===== src/rtl/block_scroller.sv =====
// ============================================================================
// block_scroller : per-frame obstacle scroller for four on-screen block slots
// Revision 1.0
// ============================================================================
`default_nettype none

module block_scroller #(
  parameter int SHAPE_W = 4,
  parameter int COORD_W = 10,
  parameter int COLOR_W = 3,
  parameter int X_MIN   = 143,
  parameter int X_MAX   = 783,
  parameter int BLOCK_W = 80,
  parameter int MIN_GAP = 160
) (
  input  logic                   CLK,
  input  logic                   RESET_N,
  input  logic                   ENABLE,
  input  logic                   V_SYNC,
  input  logic [3:0]             SPEED,
  input  logic [11:0]            RANDOM,
  output logic [4*SHAPE_W-1:0]   BLOCK_SHAPE,
  output logic [4*COORD_W-1:0]   BLOCK_START_X,
  output logic [4*COLOR_W-1:0]   BLOCK_COLOR,
  output logic                   PASSED,
  output logic                   UPDATING
);

  localparam logic [COORD_W:0] RETIRE_BASE = (COORD_W+1)'(X_MIN - BLOCK_W);

  typedef enum logic [2:0] {
    IDLE  = 3'd0,
    UPD0  = 3'd1,
    UPD1  = 3'd2,
    UPD2  = 3'd3,
    UPD3  = 3'd4,
    SPAWN = 3'd5
  } state_t;

  state_t state, state_next;

  logic vs_meta, vs_sync, vs_prev;
  logic tick;

  logic [SHAPE_W-1:0] shape [4];
  logic [COORD_W-1:0] xpos  [4];
  logic [COLOR_W-1:0] color [4];
  logic [8:0]         gap;

  logic               in_upd;
  logic [1:0]         upd_idx;
  logic [COORD_W-1:0] cur_x;
  logic [COORD_W:0]   retire_lim;
  logic               slot_active;
  logic               retire;
  logic               free_found;
  logic [1:0]         free_idx;
  logic [2:0]         new_shape;
  logic [2:0]         new_color;
  logic               unused_random;

  assign unused_random = RANDOM[6];

  // Synchronizer idles high so a reset never manufactures a falling edge.
  always_ff @(posedge CLK or negedge RESET_N) begin
    if (!RESET_N) begin
      vs_meta <= 1'b1;
      vs_sync <= 1'b1;
      vs_prev <= 1'b1;
    end else begin
      vs_meta <= V_SYNC;
      vs_sync <= vs_meta;
      vs_prev <= vs_sync;
    end
  end

  assign tick = vs_prev & ~vs_sync;

  always_ff @(posedge CLK or negedge RESET_N) begin
    if (!RESET_N) state <= IDLE;
    else          state <= state_next;
  end

  always_comb begin
    state_next = state;
    case (state)
      IDLE:    if (tick && ENABLE) state_next = UPD0;
      UPD0:    state_next = UPD1;
      UPD1:    state_next = UPD2;
      UPD2:    state_next = UPD3;
      UPD3:    state_next = SPAWN;
      SPAWN:   state_next = IDLE;
      default: state_next = IDLE;
    endcase
  end

  // UPD0..UPD3 encode as 1..4, so the low two bits minus one give slot 0..3.
  assign in_upd      = (state == UPD0) || (state == UPD1) || (state == UPD2) || (state == UPD3);
  assign upd_idx     = state[1:0] - 2'd1;
  assign cur_x       = xpos[upd_idx];
  assign slot_active = (shape[upd_idx] != '0);
  assign retire_lim  = RETIRE_BASE + (COORD_W+1)'(SPEED);
  assign retire      = in_upd && slot_active && ({1'b0, cur_x} <= retire_lim);

  always_comb begin
    free_found = 1'b0;
    free_idx   = 2'd0;
    for (int k = 3; k >= 0; k--) begin
      if (shape[k] == '0) begin
        free_found = 1'b1;
        free_idx   = 2'(k);
      end
    end
  end

  assign new_shape = (RANDOM[2:0] == 3'd0) ? 3'd1 : RANDOM[2:0];
  assign new_color = (RANDOM[5:3] == 3'd0) ? 3'd1 : RANDOM[5:3];

  always_ff @(posedge CLK or negedge RESET_N) begin
    if (!RESET_N) begin
      for (int k = 0; k < 4; k++) begin
        shape[k] <= '0;
        xpos[k]  <= '0;
        color[k] <= '0;
      end
      gap      <= 9'd0;
      PASSED   <= 1'b0;
      UPDATING <= 1'b0;
    end else begin
      PASSED   <= 1'b0;
      UPDATING <= (state_next != IDLE);

      if (in_upd && slot_active) begin
        if (retire) begin
          shape[upd_idx] <= '0;
          xpos[upd_idx]  <= '0;
          color[upd_idx] <= '0;
          PASSED         <= 1'b1;
        end else begin
          xpos[upd_idx] <= cur_x - COORD_W'(SPEED);
        end
      end

      if (state == UPD3) begin
        gap <= (gap > 9'(SPEED)) ? gap - 9'(SPEED) : 9'd0;
      end

      // With every slot occupied the gap stays at zero and the spawn retries.
      if ((state == SPAWN) && (gap == 9'd0) && free_found) begin
        shape[free_idx] <= SHAPE_W'(new_shape);
        color[free_idx] <= COLOR_W'(new_color);
        xpos[free_idx]  <= COORD_W'(X_MAX);
        gap             <= 9'(MIN_GAP) + 9'(RANDOM[11:7]);
      end
    end
  end

  for (genvar g = 0; g < 4; g++) begin : g_pack
    assign BLOCK_SHAPE[(3-g)*SHAPE_W +: SHAPE_W]   = shape[g];
    assign BLOCK_START_X[(3-g)*COORD_W +: COORD_W] = xpos[g];
    assign BLOCK_COLOR[(3-g)*COLOR_W +: COLOR_W]   = color[g];
  end

endmodule

`default_nettype wire


===== config.mk =====
export PLATFORM = sky130hd
export DESIGN_NAME = block_scroller
export DESIGN_NICKNAME = d
export VERILOG_FILES = /design/src/rtl/block_scroller.sv
export SDC_FILE = /design/constraint.sdc
export NUM_CORES = 1
export LEC_CHECK = 0
export BUFFER_PORTS_ARGS = -buffer_cell sky130_fd_sc_hd__buf_2
export CELL_PAD_IN_SITES_DETAIL_PLACEMENT = 1
export CELL_PAD_IN_SITES_GLOBAL_PLACEMENT = 1
export CORE_ASPECT_RATIO = 1.25
export CORE_MARGIN = 1.5
export CORE_UTILIZATION = 46
export DETAILED_ROUTE_END_ITERATION = 8
export HOLD_SLACK_MARGIN = 0.05
export PLACE_DENSITY_LB_ADDON = 0.15
export SLEW_MARGIN = 10
export SYNTH_ARGS = -nofsm -noshare
export SYNTH_HDL_FRONTEND = slang
export SYNTH_SLANG_ARGS = --single-unit

===== constraint.sdc =====
create_clock -name CLK -period 5.4 [get_ports CLK]
set_input_delay 0 -clock CLK [delete_from_list [all_inputs] [get_ports CLK]]
set_output_delay 0 -clock CLK [all_outputs]
set_load 0.01 [all_outputs]

# ---- Word-level counts from Yosys, hierarchy flattened
# Cells that the tools add are included.
dict set report op_classes {
  eq_ne 5
  n_reduce_logical 21
  mux 47
  n_addsub 5
  n_bitwise 13
  magnitude_cmp 6
}
# op n
set op_table {}
lappend op_table {{2-to-1 mux 40 bit} 3}
lappend op_table {{2-to-1 mux 16 bit} 3}
lappend op_table {{AND 40 bit} 1}
lappend op_table {{bitwise mux 40 bit} 1}
lappend op_table {{demux 10 bit (select 2 bit)} 2}
lappend op_table {{2-to-1 mux 10 bit} 4}
lappend op_table {{NOT 40 bit} 1}
lappend op_table {{2-to-1 mux 12 bit} 3}
lappend op_table {{AND 16 bit} 2}
lappend op_table {{NOT 16 bit} 2}
lappend op_table {{2-to-1 mux 9 bit} 3}
lappend op_table {{OR 24 bit} 1}
lappend op_table {{binary-select mux 10 bit (select 2 bit)} 1}
lappend op_table {{bitwise mux 16 bit} 1}
lappend op_table {{demux 4 bit (select 2 bit)} 2}
lappend op_table {{logical NOT 4 bit} 4}
lappend op_table {{2-to-1 mux 4 bit} 4}
lappend op_table {{2-to-1 mux 3 bit} 5}
lappend op_table {{one-hot mux 3 bit (5 select lines)} 1}
lappend op_table {{AND 12 bit} 1}
lappend op_table {{bitwise mux 12 bit} 1}
lappend op_table {{demux 3 bit (select 2 bit)} 2}
lappend op_table {{NOT 12 bit} 1}
lappend op_table {{<= comparator 10 x 7 -> 1 bit} 1}
lappend op_table {{24 further kinds} 47}
dict set report totals {
  register_bits 85
  input_bits 20
  elab_cells 116
}

# ---- Logic depth before layout (Yosys ltp)
dict set report logic_depth {
  ltp_word 13
  mapped_depth 16
}

# ---- Worst setup path after synthesis
# Ideal clock, no wire load.
dict set report synth_timing {
  path_kind {register to register}
  start {reg state[0]}
  end {reg xpos, in the netlist BLOCK_START_X[28]}
  t_arrival_ns 3.489
  synth_period_minus_slack_ns 3.591
  slack_ns 1.809
  required_ns 5.298
  setup_ns 0.102
  stages_incl_launch_ff 17
  cell_sequence {dfrtp_1 buf_6 buf_6 inv_1 ha_1 buf_2 mux4_2 inv_1 ha_1 inv_1 fa_1 a21o_1 a2111oi_4 nand2_1 a311oi_2 nor3b_1 o32ai_1}
}
dict set report synth_between {
  elab_chain_len 12
  word_cells_on_any_way 35
}
# element line
set synth_rtl {}
lappend synth_rtl {{from (decl)} 40} ;# state_t state, state_next;
lappend synth_rtl {{from (signal assigned)} 81} ;# else state <= state_next;
lappend synth_rtl {{branches (longest 11 deep; another with subtractor 10 x 4 -> 10 bit)} --}
lappend synth_rtl {{2-to-1 mux 40 bit (*)} 149} ;# if ((state == SPAWN) && (gap == 9'd0) && free_found) begin
lappend synth_rtl {{to (signal, indexed assignment)} 140} ;# xpos[upd_idx] <= cur_x - COORD_W'(SPEED);
lappend synth_rtl {{to (signal, indexed assignment)} 152} ;# xpos[free_idx] <= COORD_W'(X_MAX);
lappend synth_rtl {{to (decl)} 46} ;# logic [COORD_W-1:0] xpos [4];
# Every way passes the cells marked *. The select of a mux whose other input is x is not followed.
# A chain may end at the register's enable or synchronous reset.

# ---- Worst setup path after layout
dict set report layout_timing {
  start {reg state[0]}
  end {reg shape, in the netlist BLOCK_SHAPE[0]}
}
dict set report layout_between {
  elab_chain_len 12
  word_cells_on_any_way 33
}
# element line
set layout_rtl {}
lappend layout_rtl {{branches (longest 11 deep; another with <= comparator 10 x 7 -> 1 bit)} --}
lappend layout_rtl {{2-to-1 mux 16 bit (*)} 149}
lappend layout_rtl {{to (signal, indexed assignment)} 150} ;# shape[free_idx] <= SHAPE_W'(new_shape);
lappend layout_rtl {{to (decl)} 45} ;# logic [SHAPE_W-1:0] shape [4];
# Marks and branches as above.

==> run summary <==
Run status - completed
Number of DRC violations after detailed-routing iteration 0 - 297
Number of instances in the synthesized netlist - 458
TritonCTS clock tree - yes
Req. time, crit path - 5640 ps
Netlist cell types - 63
Post-CTS Repair Setup Buffers - 0
Library cell used as clock root buffer - sky130_fd_sc_hd__clkbuf_16
Setup TNS after final layout - 0 ps
Via count of the first global-routing pass - 4346
Share of synthesized area spent on multiplexers - 5.65%
Start point of the worst hold path - ENABLE
Cell count of the worst hold path - 4
Initial antenna violation count - 0
Maximum clock path buffer count - 2
Cells along the critical path - buf_4, inv_1, ha_1, buf_4, mux4_2, ha_1, nor2b_1, o211ai_1, a211o_1, and3_1, nand2_1, a22o_1
Height of the chip - 116 um
Total power after layout - 1.86 mW
Count of buffers inserted at the top-level ports - 88
ANT cells - 0
Worst reg2reg endpoint - BLOCK_SHAPE[0]
Starting density of the core - 47.0%
Estimated wirelength of the detail-placed design - 10100 um
Post-detailed-route wirelength per cell - 20.6 um
Via count - 4124
CTS buffer count - 9
Final critical path time including I/O delays and setup - 3860 ps
Startpoint of the most critical register-to-register path - state[0]
Drt via density - 5.96
Clock network fraction of design power - 31.5%
Residual DRC count - 0
Area of the mapped netlist - 4700 um^2
First-pass GRT wire length - 22900 um
Adder-Cell Fraction of Synth Area - 6.71%
Kind of path behind the tightest hold check - input port to flop
Final Setup Violations - 0
Main combinational cell family by area after synthesis - simple AND/OR/NAND/NOR gates
Max Fanout on Critical Path - 17
Sequential fraction of the synthesis area - 45.4%
Total of warnings raised by yosys - 0
Slew @ Worst Pin - 1120 ps
Total number of H-tree levels - 3
Remaining antenna violation count - 0
PostCTS Resize Cnt - 0
Pin count of the biggest net entering global routing - 86
Setup slack on the worst flop-to-flop path - 1540 ps
Worst clock skew on the final layout - 6.99 ps
Type of element capturing the critical path - flop
Logic pwr share - 28.8%
Pre-CTS setup slack - 1520 ps
Relative max-transition margin - 25.3%
Routed WL - 14200 um
Fraction of power spent switching nets - 34.6%
Clk sinks - 85
Worst-path clk slew - 70 ps
Number of maximum-capacitance violations - 0
Crit path max-delay family - simple AND/OR/NAND/NOR gates
Total die area - 10800 um^2
CP Buf/Inv Count - 3
Top post-synthesis cells by count - 82 x sky130_fd_sc_hd__dfrtp_1, 51 x sky130_fd_sc_hd__nand2_1, 31 x sky130_fd_sc_hd__nor2_1, 31 x sky130_fd_sc_hd__o21ai_0, 30 x sky130_fd_sc_hd__a21oi_1
Hold violation total from the final report - 0
Placement Rows - 41
Final Max Tran Viols - 0
Worst-case reg-to-reg path depth - 12
Total track usage - 27.8%
Global route total overflow - 0
Highest cell delay on the worst timing path - 510 ps
Horizontal die dimension - 93.4 um
CP Launch Type - flop
Cell types occupying the most area after synthesis - sky130_fd_sc_hd__dfrtp_1 44%, sky130_fd_sc_hd__ha_1 5.9%, sky130_fd_sc_hd__mux4_2 4.8%
Leading register cell type out of synthesis - sky130_fd_sc_hd__dfrtp_1
Simple-gate area share of the yosys netlist - 19.5%
First-pass detailed-route iteration total - 4
Cell type with the largest total area after synthesis - sky130_fd_sc_hd__dfrtp_1
Fraction of final layout cells sized beyond drive strength 1 - 25.9%
Power Dens Cells - 330 nW/um^2
Ys async rst share - 100%
Layout net count - 602
Min-Delay Endpoint - state[1]
Worst endpoint data arrival time - 4100 ps
CTS Hold Bufs - 12
Switching power of the nets - 0.644 mW
Sequential fraction of design power - 39.7%
Cell-internal power - 1.22 mW
Most common cell in the synthesized netlist - sky130_fd_sc_hd__dfrtp_1
Fin crit share - 71.5%
Peak supply drop - 0.149 mV
Slack of the critical path - 1540 ps
Worst setup path category - flop to flop
Number of flip-flops and latches in the synthesized netlist - 85
Post-Synthesis Net Count - 502
Leakage - 2.39 nW
Compound-cell area share of the yosys netlist - 17.3%
Number of flops mapped to enable cells by yosys - 0
Maximum achievable frequency - 259 MHz
WHS - 101 ps
IO Pins - 90
Average size of a mapped cell - 10.3 um^2
Critical-path top delay cell - sky130_fd_sc_hd__and3_1
Xor and xnor fraction of the mapped netlist area - 1.65%
Share of Yosys cell area claimed by the top area cell type - 43.7%
Clock insertion delay at the later pin of the skew report - 350 ps
Area growth, synth to finish - 19.9%
Final weighted congestion in routability-driven placement - 0.852
Unrepaired setup endpoints after global routing - false
Core area - 10000 um^2
==> worst max-delay path by stage <==
stage               startpoint           endpoint  slack [ps]  cells past startpoint
global route          state[0]   BLOCK_START_X[8]        1320                     14
CTS                   state[0]     BLOCK_SHAPE[0]        1500                     12
finish                state[0]     BLOCK_SHAPE[0]        1540                     12
global placement      state[0]  BLOCK_START_X[28]        1580                     12
detailed placement    state[0]     BLOCK_SHAPE[0]        1520                     12
floorplan             state[0]  BLOCK_START_X[28]        1810                     16
==> power groups by stage <==
| stage | Combinational, mW | Clock (mW) | Sequential (mW) |
|---|---|---|---|
| 4_1_cts | 0.542 | 0.591 | 0.738 |
| 6_report | 0.535 | 0.586 | 0.738 |
| 5_1_grt | 0.590 | 0.614 | 0.745 |
| 2_1_floorplan | 0.388 | 0 | 0.738 |
| 3_5_place_dp | 0.532 | 0 | 0.749 |
| 3_3_place_gp | 0.512 | 0 | 0.747 |
==> routing by layer <==
metal	part of all wire, %	vias to the layer above	track usage (%)
met3	3.9	22	4.13
met4	2.0	0	10.9
met2	52	109	48.4
met1	42	2111	34.7
li1	-	1882	-
met5	0	-	0
==> sequential cells by signal, summed over array words and instances (netlist names) <==
name and flops:
BLOCK_START_X 40, PASSED 1, state 3, vs_meta 1
gap 9, BLOCK_SHAPE 16, UPDATING 1, vs_sync 1
BLOCK_COLOR 12, vs_prev 1
==> cell type report <==
| type | count | area, um^2 |
|---|---|---|
| fillers | 1152 | 4370 |
| multi-input cells | 340 | 2390 |
| flip-flops and latches | 85 | 2130 |
| repair buffers | 107 | 616 |
| clock buffers | 9 | 225 |
| well taps | 129 | 161 |
| inverters | 15 | 56.3 |
| clock inverters | 7 | 48.8 |
==> tightest hold or removal path, delay by kind of cell <==
| kind | cells | cell delay, ps |
|---|---|---|
| simple gates | 1 | 40 |
| compound gates | 2 | 270 |
| buf+inv | 1 | 70 |
==> cells in the final DEF (no fill, tap or decap), types with 8 or more instances in the layout <==
master                          instances
sky130_fd_sc_hd__inv_1                 15
sky130_fd_sc_hd__nand3_1               24
sky130_fd_sc_hd__clkbuf_16              9
sky130_fd_sc_hd__dlygate4sd3_1         12
sky130_fd_sc_hd__nor2_1                31
sky130_fd_sc_hd__a22o_1                12
sky130_fd_sc_hd__dfrtp_1               82
sky130_fd_sc_hd__a32o_1                 8
sky130_fd_sc_hd__nand4_1                8
sky130_fd_sc_hd__o21ai_0               31
sky130_fd_sc_hd__a21oi_1               30
sky130_fd_sc_hd__mux4_2                10
sky130_fd_sc_hd__buf_4                  8
sky130_fd_sc_hd__buf_2                 87
sky130_fd_sc_hd__ha_1                  22
sky130_fd_sc_hd__nand2_1               51
sky130_fd_sc_hd__nor3_1                10
==> through the flow <==
| stage | std cells | util, % | cell area [um^2] |
|---|---|---|---|
| 2_1_floorplan | 458 | - | 4700 |
| 3_3_place_gp | 664 | 52.4 | 5240 |
| 3_5_place_dp | 664 | 52.4 | 5240 |
| 4_1_cts | 692 | 56.3 | 5630 |
| 5_1_grt | 692 | 56.3 | 5630 |
| 6_report | 692 | 56.3 | 5630 |
==> cell families (layout without fill, tap and decap cells) <==
group                    count (synthesis)  count (layout)
AO/OA/AOI/OAI                          122             122
XOR/XNOR                                 8               8
adder cells (fa/ha/maj)                 24              24
buffers and inverters                   33             138
flip-flops                              85              85
multiplexers                            14              14
AND/OR/NAND/NOR                        172             172
(Power assumes the default switching activity.)
